`src/rtl/nibble_serial_adder_ctrl.sv`:
```
// Serial WIDTH-bit adder: one shared 4-bit slice, LSB nibble first, carry rippled through a flop.
// Optional macro SUB_EN_EN adds a 'sub' port selecting A-B (two's complement via ~B and carry-in 1).
module nibble_serial_adder_ctrl #(
  parameter int WIDTH = 16
) (
  input  logic             clk,
  input  logic             rst,
  input  logic             in_valid,
  output logic             in_ready,
  input  logic [WIDTH-1:0] ina,
  input  logic [WIDTH-1:0] inb,
  input  logic             cin,
  output logic             out_valid,
  input  logic             out_ready,
  output logic [WIDTH-1:0] sum,
  output logic             cout,
  output logic             busy
`ifdef SUB_EN_EN
  ,
  input  logic             sub
`endif
);

  localparam int NIB  = WIDTH / 4;
  localparam int IDXW = (NIB > 1) ? $clog2(NIB) : 1;

  localparam logic [1:0] S_IDLE = 2'd0;
  localparam logic [1:0] S_RUN  = 2'd1;
  localparam logic [1:0] S_DONE = 2'd2;

  logic [1:0]       state_q, state_d;
  logic [WIDTH-1:0] a_q, a_d, b_q, b_d, sum_q, sum_d;
  logic [IDXW-1:0]  idx_q, idx_d;
  logic             carry_q, carry_d, cout_q, cout_d;

  logic [3:0] a_nib, b_nib, slice_s;
  logic       slice_co;

  // Operand nibble select for the current step.
  always_comb begin
    a_nib = '0;
    b_nib = '0;
    for (int n = 0; n < NIB; n++) begin
      if (idx_q == IDXW'(n)) begin
        a_nib = a_q[4*n +: 4];
        b_nib = b_q[4*n +: 4];
      end
    end
  end

  assign {slice_co, slice_s} = {1'b0, a_nib} + {1'b0, b_nib} + {4'b0, carry_q};

  always_comb begin
    state_d = state_q;
    a_d     = a_q;
    b_d     = b_q;
    sum_d   = sum_q;
    idx_d   = idx_q;
    carry_d = carry_q;
    cout_d  = cout_q;
    case (state_q)
      S_IDLE: begin
        if (in_valid) begin
          a_d     = ina;
          b_d     = inb;
          carry_d = cin;
`ifdef SUB_EN_EN
          // Subtract as A + ~B + 1; cin is not used in this mode.
          if (sub) begin
            b_d     = ~inb;
            carry_d = 1'b1;
          end
`endif
          idx_d   = '0;
          state_d = S_RUN;
        end
      end
      S_RUN: begin
        for (int n = 0; n < NIB; n++) begin
          if (idx_q == IDXW'(n)) sum_d[4*n +: 4] = slice_s;
        end
        carry_d = slice_co;
        if (idx_q == IDXW'(NIB - 1)) begin
          cout_d  = slice_co;
          idx_d   = '0;
          state_d = S_DONE;
        end else begin
          idx_d = idx_q + 1'b1;
        end
      end
      S_DONE: begin
        if (out_ready) state_d = S_IDLE;
      end
      default: state_d = S_IDLE;
    endcase
  end

  always_ff @(posedge clk or posedge rst) begin
    if (rst) begin
      state_q <= S_IDLE;
      a_q     <= '0;
      b_q     <= '0;
      sum_q   <= '0;
      idx_q   <= '0;
      carry_q <= 1'b0;
      cout_q  <= 1'b0;
    end else begin
      state_q <= state_d;
      a_q     <= a_d;
      b_q     <= b_d;
      sum_q   <= sum_d;
      idx_q   <= idx_d;
      carry_q <= carry_d;
      cout_q  <= cout_d;
    end
  end

  assign in_ready  = (state_q == S_IDLE);
  assign out_valid = (state_q == S_DONE);
  assign busy      = (state_q == S_RUN) || (state_q == S_DONE);
  assign sum       = sum_q;
  assign cout      = cout_q;

endmodule

```
`config.mk`:
```
export PLATFORM = sky130hd
export DESIGN_NAME = nibble_serial_adder_ctrl
export DESIGN_NICKNAME = d
export VERILOG_FILES = /design/src/rtl/nibble_serial_adder_ctrl.sv
export SDC_FILE = /design/constraint.sdc
export NUM_CORES = 1
export LEC_CHECK = 0
export BUFFER_PORTS_ARGS = -buffer_cell sky130_fd_sc_hd__buf_2
export CAP_MARGIN = 10
export CORE_MARGIN = 1
export CORE_UTILIZATION = 55
export DETAILED_ROUTE_END_ITERATION = 8
export PLACE_DENSITY = 0.91
export SLEW_MARGIN = 25
export SYNTH_ARGS = -nofsm -noshare
export SYNTH_HDL_FRONTEND = slang
export SYNTH_SLANG_ARGS = --single-unit
```
`constraint.sdc`:
```
create_clock -name clk -period 3.9 [get_ports clk]
set_input_delay 0.975 -clock clk [delete_from_list [all_inputs] [get_ports clk]]
set_output_delay 0.975 -clock clk [all_outputs]
set_load 0.01 [all_outputs]
```
# Yosys cells after proc, flatten, opt, wreduce, memory -nomap -nowiden

Index checks and enable logic that the tools add are counted.

Bits in registers: 54
Input port bits: 37
Output and inout port bits: 20

Reductions and logical operators: 11
Eq/ne operators: 8
Add/sub/neg operators: 3
Multiplexer cells: 17

Operator list:

| operator                                       | count |
|---|---|
| 2-to-1 mux 4 bit                               | 8 |
| AND reduction 2 bit                            | 6 |
| 2-to-1 mux 2 bit                               | 5 |
| == test 2 bit (second input constant)          | 3 |
| case mux 2 bit (3 select lines)                | 1 |
| adder 4 x 4 -> 5 bit                           | 1 |
| adder 5 x 1 -> 5 bit                           | 1 |
| == test 2 x 1 -> 1 bit (second input constant) | 2 |
| logical NOT 2 bit                              | 2 |
| != test 2 bit (second input constant)          | 2 |
| case mux 2 bit (2 select lines)                | 1 |
| AND reduction 3 bit                            | 1 |
| adder 2 x 1 -> 2 bit (second input constant)   | 1 |
| != test 2 x 1 -> 1 bit (second input constant) | 1 |
| case mux 1 bit (2 select lines)                | 1 |
| nonzero test 2 bit                             | 1 |
| logical OR 1 bit                               | 1 |
| 2-to-1 mux 1 bit                               | 1 |

# Logic depth before layout (Yosys ltp)

Word-level depth: 8
Depth in mapped cells: 13
Depth with buffers taken out: 11

# Worst setup path before layout

OpenSTA, ideal clock, no wires.

Path type: reg-to-reg
Start: reg idx_q[0]
End: reg carry_q
Required time: 3770 ps
Path buffers: 1
Stages on the path, launching flop included: 13
Data arrival time: 2383 ps
Slack: 1387 ps
Path through: dfrtp_1 > inv_1 > ha_1 > buf_6 > nor2b_4 > a221o_1 > a22oi_2 > fa_1 > inv_1 > fa_1 > a21o_1 > a21oi_1 > a31oi_1

Word-level cells in the longest chain between the ends: 8
Elaborated cells on any way between the ends: 15

RTL lines:

| item                              | RTL line | source |
|---|---|---|
| start, declared                   | 33       | `logic [IDXW-1:0] idx_q, idx_d;` |
| start signal, assigned            | 112      | `idx_q <= idx_d;` |
| logical NOT 2 bit                 | 44       | `if (idx_q == IDXW'(n)) begin` |
| 2-to-1 mux 4 bit (4 in series)    | 44       |  |
| adder 4 x 4 -> 5 bit *            | 51       | `assign {slice_co, slice_s} = {1'b0, a_nib} + {1'b0, b_nib} + {4'b0, carry_q};` |
| adder 5 x 1 -> 5 bit *            | 51       |  |
| case mux 1 bit (2 select lines) * | 61       | `case (state_q)` |
| end signal, assigned              | 113      | `carry_q <= carry_d;` |
| end, declared                     | 34       | `logic carry_q, carry_d, cout_q, cout_d;` |

Mark *: on every way between the ends. The rest lies on a longest branch, timed or not.
A chain may end at the register's enable or synchronous reset.

# Worst setup path after layout

Start: reg idx_q[1]
End: reg carry_q

The elaborated chain is that of the path after synthesis.

==> results_dict.tcl <==
set metrics [dict create \
    status "finished, final reports clean" \
    track_usage_pct 21.7 \
    num_io_pins 57 \
    hp-start "sum[8]" \
    endpoint_kind "flip-flop" \
    htree_levels 2 \
    finalMaxSlewViolations 0 \
    cts.reportedPaths.clkPinSlew_ps 90 \
    r2r-start "idx_q[1]" \
    cts.path.max_buffers 2 \
    cts_buffers 5 \
    die_w_um 72.9 \
    worstMarginPinSlew_ps 769 \
    grt-ovfl-total 0 \
    via_count 1943 \
    maxCapViolCount 0 \
    grt_pass1_wl_mm 8.80 \
    ys_warn_count 0 \
    grt_max_degree 55 \
    syn_to_final_growth_pct 13.4 \
    fin_crit_ps 3130 \
    period_share_pct 80.2 \
    final_cells 350 \
    worst_setup_path_start_kind "flip-flop" \
    crit_end "carry_q" \
    hold_path_class "flip-flop to flip-flop" \
    preCtsSetupSlack_ps 808 \
    syn_inst 231 \
    viasPerCell 5.55 \
    fin_ws_ps 772 \
    place_area_um2 3030 \
    hold_buffers 0 \
    seq_area_frac_synth_pct 48.8 \
    cts_resized 0 \
    fin_hold_ws_ps 488 \
    ys_types 33 \
    io_buffer_count 56 \
    setup_viol 0 \
    initial_core_util_pct 57.8 \
    crit_type "flip-flop to flip-flop" \
    r2r_end "carry_q" \
    postRouteWirelength_mm 5.30 \
    die_h_um 72.9 \
    r2r_slack_ps 770 \
    fmax_mhz 320 \
    nNetsFinal 331 \
    post_cts_buffers 0 \
    netlist_area_um2 2770 \
    cp_max_fo 17 \
    cts_root_buffer "clkbuf_8" \
    ys_seq_elements 54 \
    n_fill_cell 369 \
    crit_required_ps 4060 \
    skew_ps 6.68 \
    rsz0062_at_grt "false" \
    cp-startpoint "idx_q[1]" \
    dpl.hpwl_mm 3.94 \
    power_mw 3.09 \
    gp_congestion 0.877 \
    drtAntennaViolNets 0 \
    grt_pass1_vias 1933 \
    relSlewSlack_pct 48.8 \
    ff2ff_path_depth 11 \
    post_synth.cell_area_avg_um2 12.0 \
    insertion_delay_ps 310 \
    synth_nets 280 \
    p_per_area_nw_per_um2 986 \
    post-route-util_pct 65.6 \
    wl_per_cell_um 15.1 \
    irDropWorstVdd_uv 532 \
    drtIter0Drc 94 \
    dieArea_um2 5320 \
    core_area_um2 4790 \
    place_inst 342 \
    cts_tree "done" \
    drive_gt1_share_pct 39.6 \
    tns_ps 0 \
    hold_viol 0 \
    rows 25 \
    drtPass1Iterations 4 \
    route.detailed.drc 0 \
    clock-sinks 54 \
    cp.arrival_ps 3280 \
    antenna_found_initial 0 \
    antenna_cells 0 \
    power.leakage_nw 1.48 \
    finish.instance_area_um2 3140 \
]
## power by group
part | total (mW) | switching [mW] | internal [mW]
Clock | 0.342 | 0.179 | 0.163
Sequential | 1.01 | 0.164 | 0.847
Combinational | 1.74 | 0.956 | 0.784
## per-layer routing
layer  global-route usage, %  share of wire [%]  vias to the layer above
li1                        -                  -                      936
met3                    5.94                5.6                       10
met4                    7.19                1.7                        0
met2                    34.4                 47                       75
met5                       0                  0                        -
met1                    29.1                 46                      922
## final cells by class
| class | instances | area [um2] | share of cell area (%) |
|---|---|---|---|
| well taps | 67 | 83.8 | 2.67 |
| multi-input cells | 151 | 1260 | 40.2 |
| clock inverters | 1 | 8.76 | 0.279 |
| clock buffers | 7 | 96.3 | 3.07 |
| inverters | 14 | 55.1 | 1.75 |
| flip-flops and latches | 54 | 1350 | 43.1 |
| repair buffers | 56 | 280 | 8.93 |
## kinds of logic (layout without fill, tap and decap cells)
kind of cell	after synthesis	count (layout)	share of synthesized area, %
AO/OA/AOI/OAI	51	51	13.1
XOR/XNOR	1	1	0.317
adder cells (fa/ha/maj)	12	12	5.97
buffers and inverters	26	78	5.56
flip-flops	54	54	48.8
multiplexers	38	38	15.5
AND/OR/NAND/NOR	49	49	10.8
## cell usage in the layout, fill, tap and decap left out, drive strengths merged, types with 6 or more instances in the layout
cell    count
a21oi      10
nand2      21
dfrtp      54
a221oi      7
ha         10
nand3       6
and4b       8
buf        56
mux2       38
clkbuf      7
nor2b       6
o21ai      15
inv        14
## worst min-delay path by stage
stage | endpoint | slack (ps) | cells after the start
2_1_floorplan | a_q[0] | 480 | 1
3_3_place_gp | sum[4] | 450 | 2
3_5_place_dp | sum[8] | 470 | 2
4_1_cts | sum[8] | 490 | 2
5_1_grt | sum[14] | 530 | 2
6_report | sum[8] | 490 | 2
## state kept, by name, summed over array words and instances (netlist names)
register,count
state_q,2
cout,1
a_q,16
carry_q,1
idx_q,2
sum,16
b_q,16
## Yosys cell counts
cell type / n / area [um2]
a221oi_1: 4 / 35.0
buf_6: 5 / 56.3
dfrtp_1: 54 / 1350
nand2_1: 16 / 60.1
a22o_1: 3 / 26.3
a22oi_1: 1 / 7.51
ha_1: 10 / 125
nand3_1: 6 / 30.0
inv_1: 14 / 52.6
o211ai_1: 1 / 7.51
buf_4: 4 / 30.0
o21ai_0: 15 / 75.1
o32ai_1: 1 / 8.76
o31ai_1: 3 / 22.5
a22oi_2: 1 / 12.5
a21oi_1: 10 / 50.1
a221o_1: 1 / 10.0
buf_2: 3 / 15.0
nor2b_4: 1 / 13.8
nand2_2: 5 / 31.3
and4b_1: 8 / 80.1
a31oi_1: 3 / 18.8
nor2b_1: 5 / 31.3
fa_1: 2 / 40.0
a221oi_2: 3 / 45.0
o2111ai_1: 4 / 35.0
nand3b_1: 4 / 30.0
mux2_2: 37 / 417
mux2_1: 1 / 11.3
nor2_1: 1 / 3.75
a21o_1: 1 / 7.51
nand2b_1: 3 / 18.8
xnor2_1: 1 / 8.76
## worst max-delay path, stage by stage, from the launching register on
cell,delay [ps]
dfrtp_1,420
inv_1,100
ha_1,550
nor2b_4,100
a221o_1,350
a22oi_2,150
fa_1,260
inv_1,70
fa_1,400
a21o_1,180
a21oi_1,260
a31oi_1,130
Note: power is estimated with default switching activity, not from simulation.
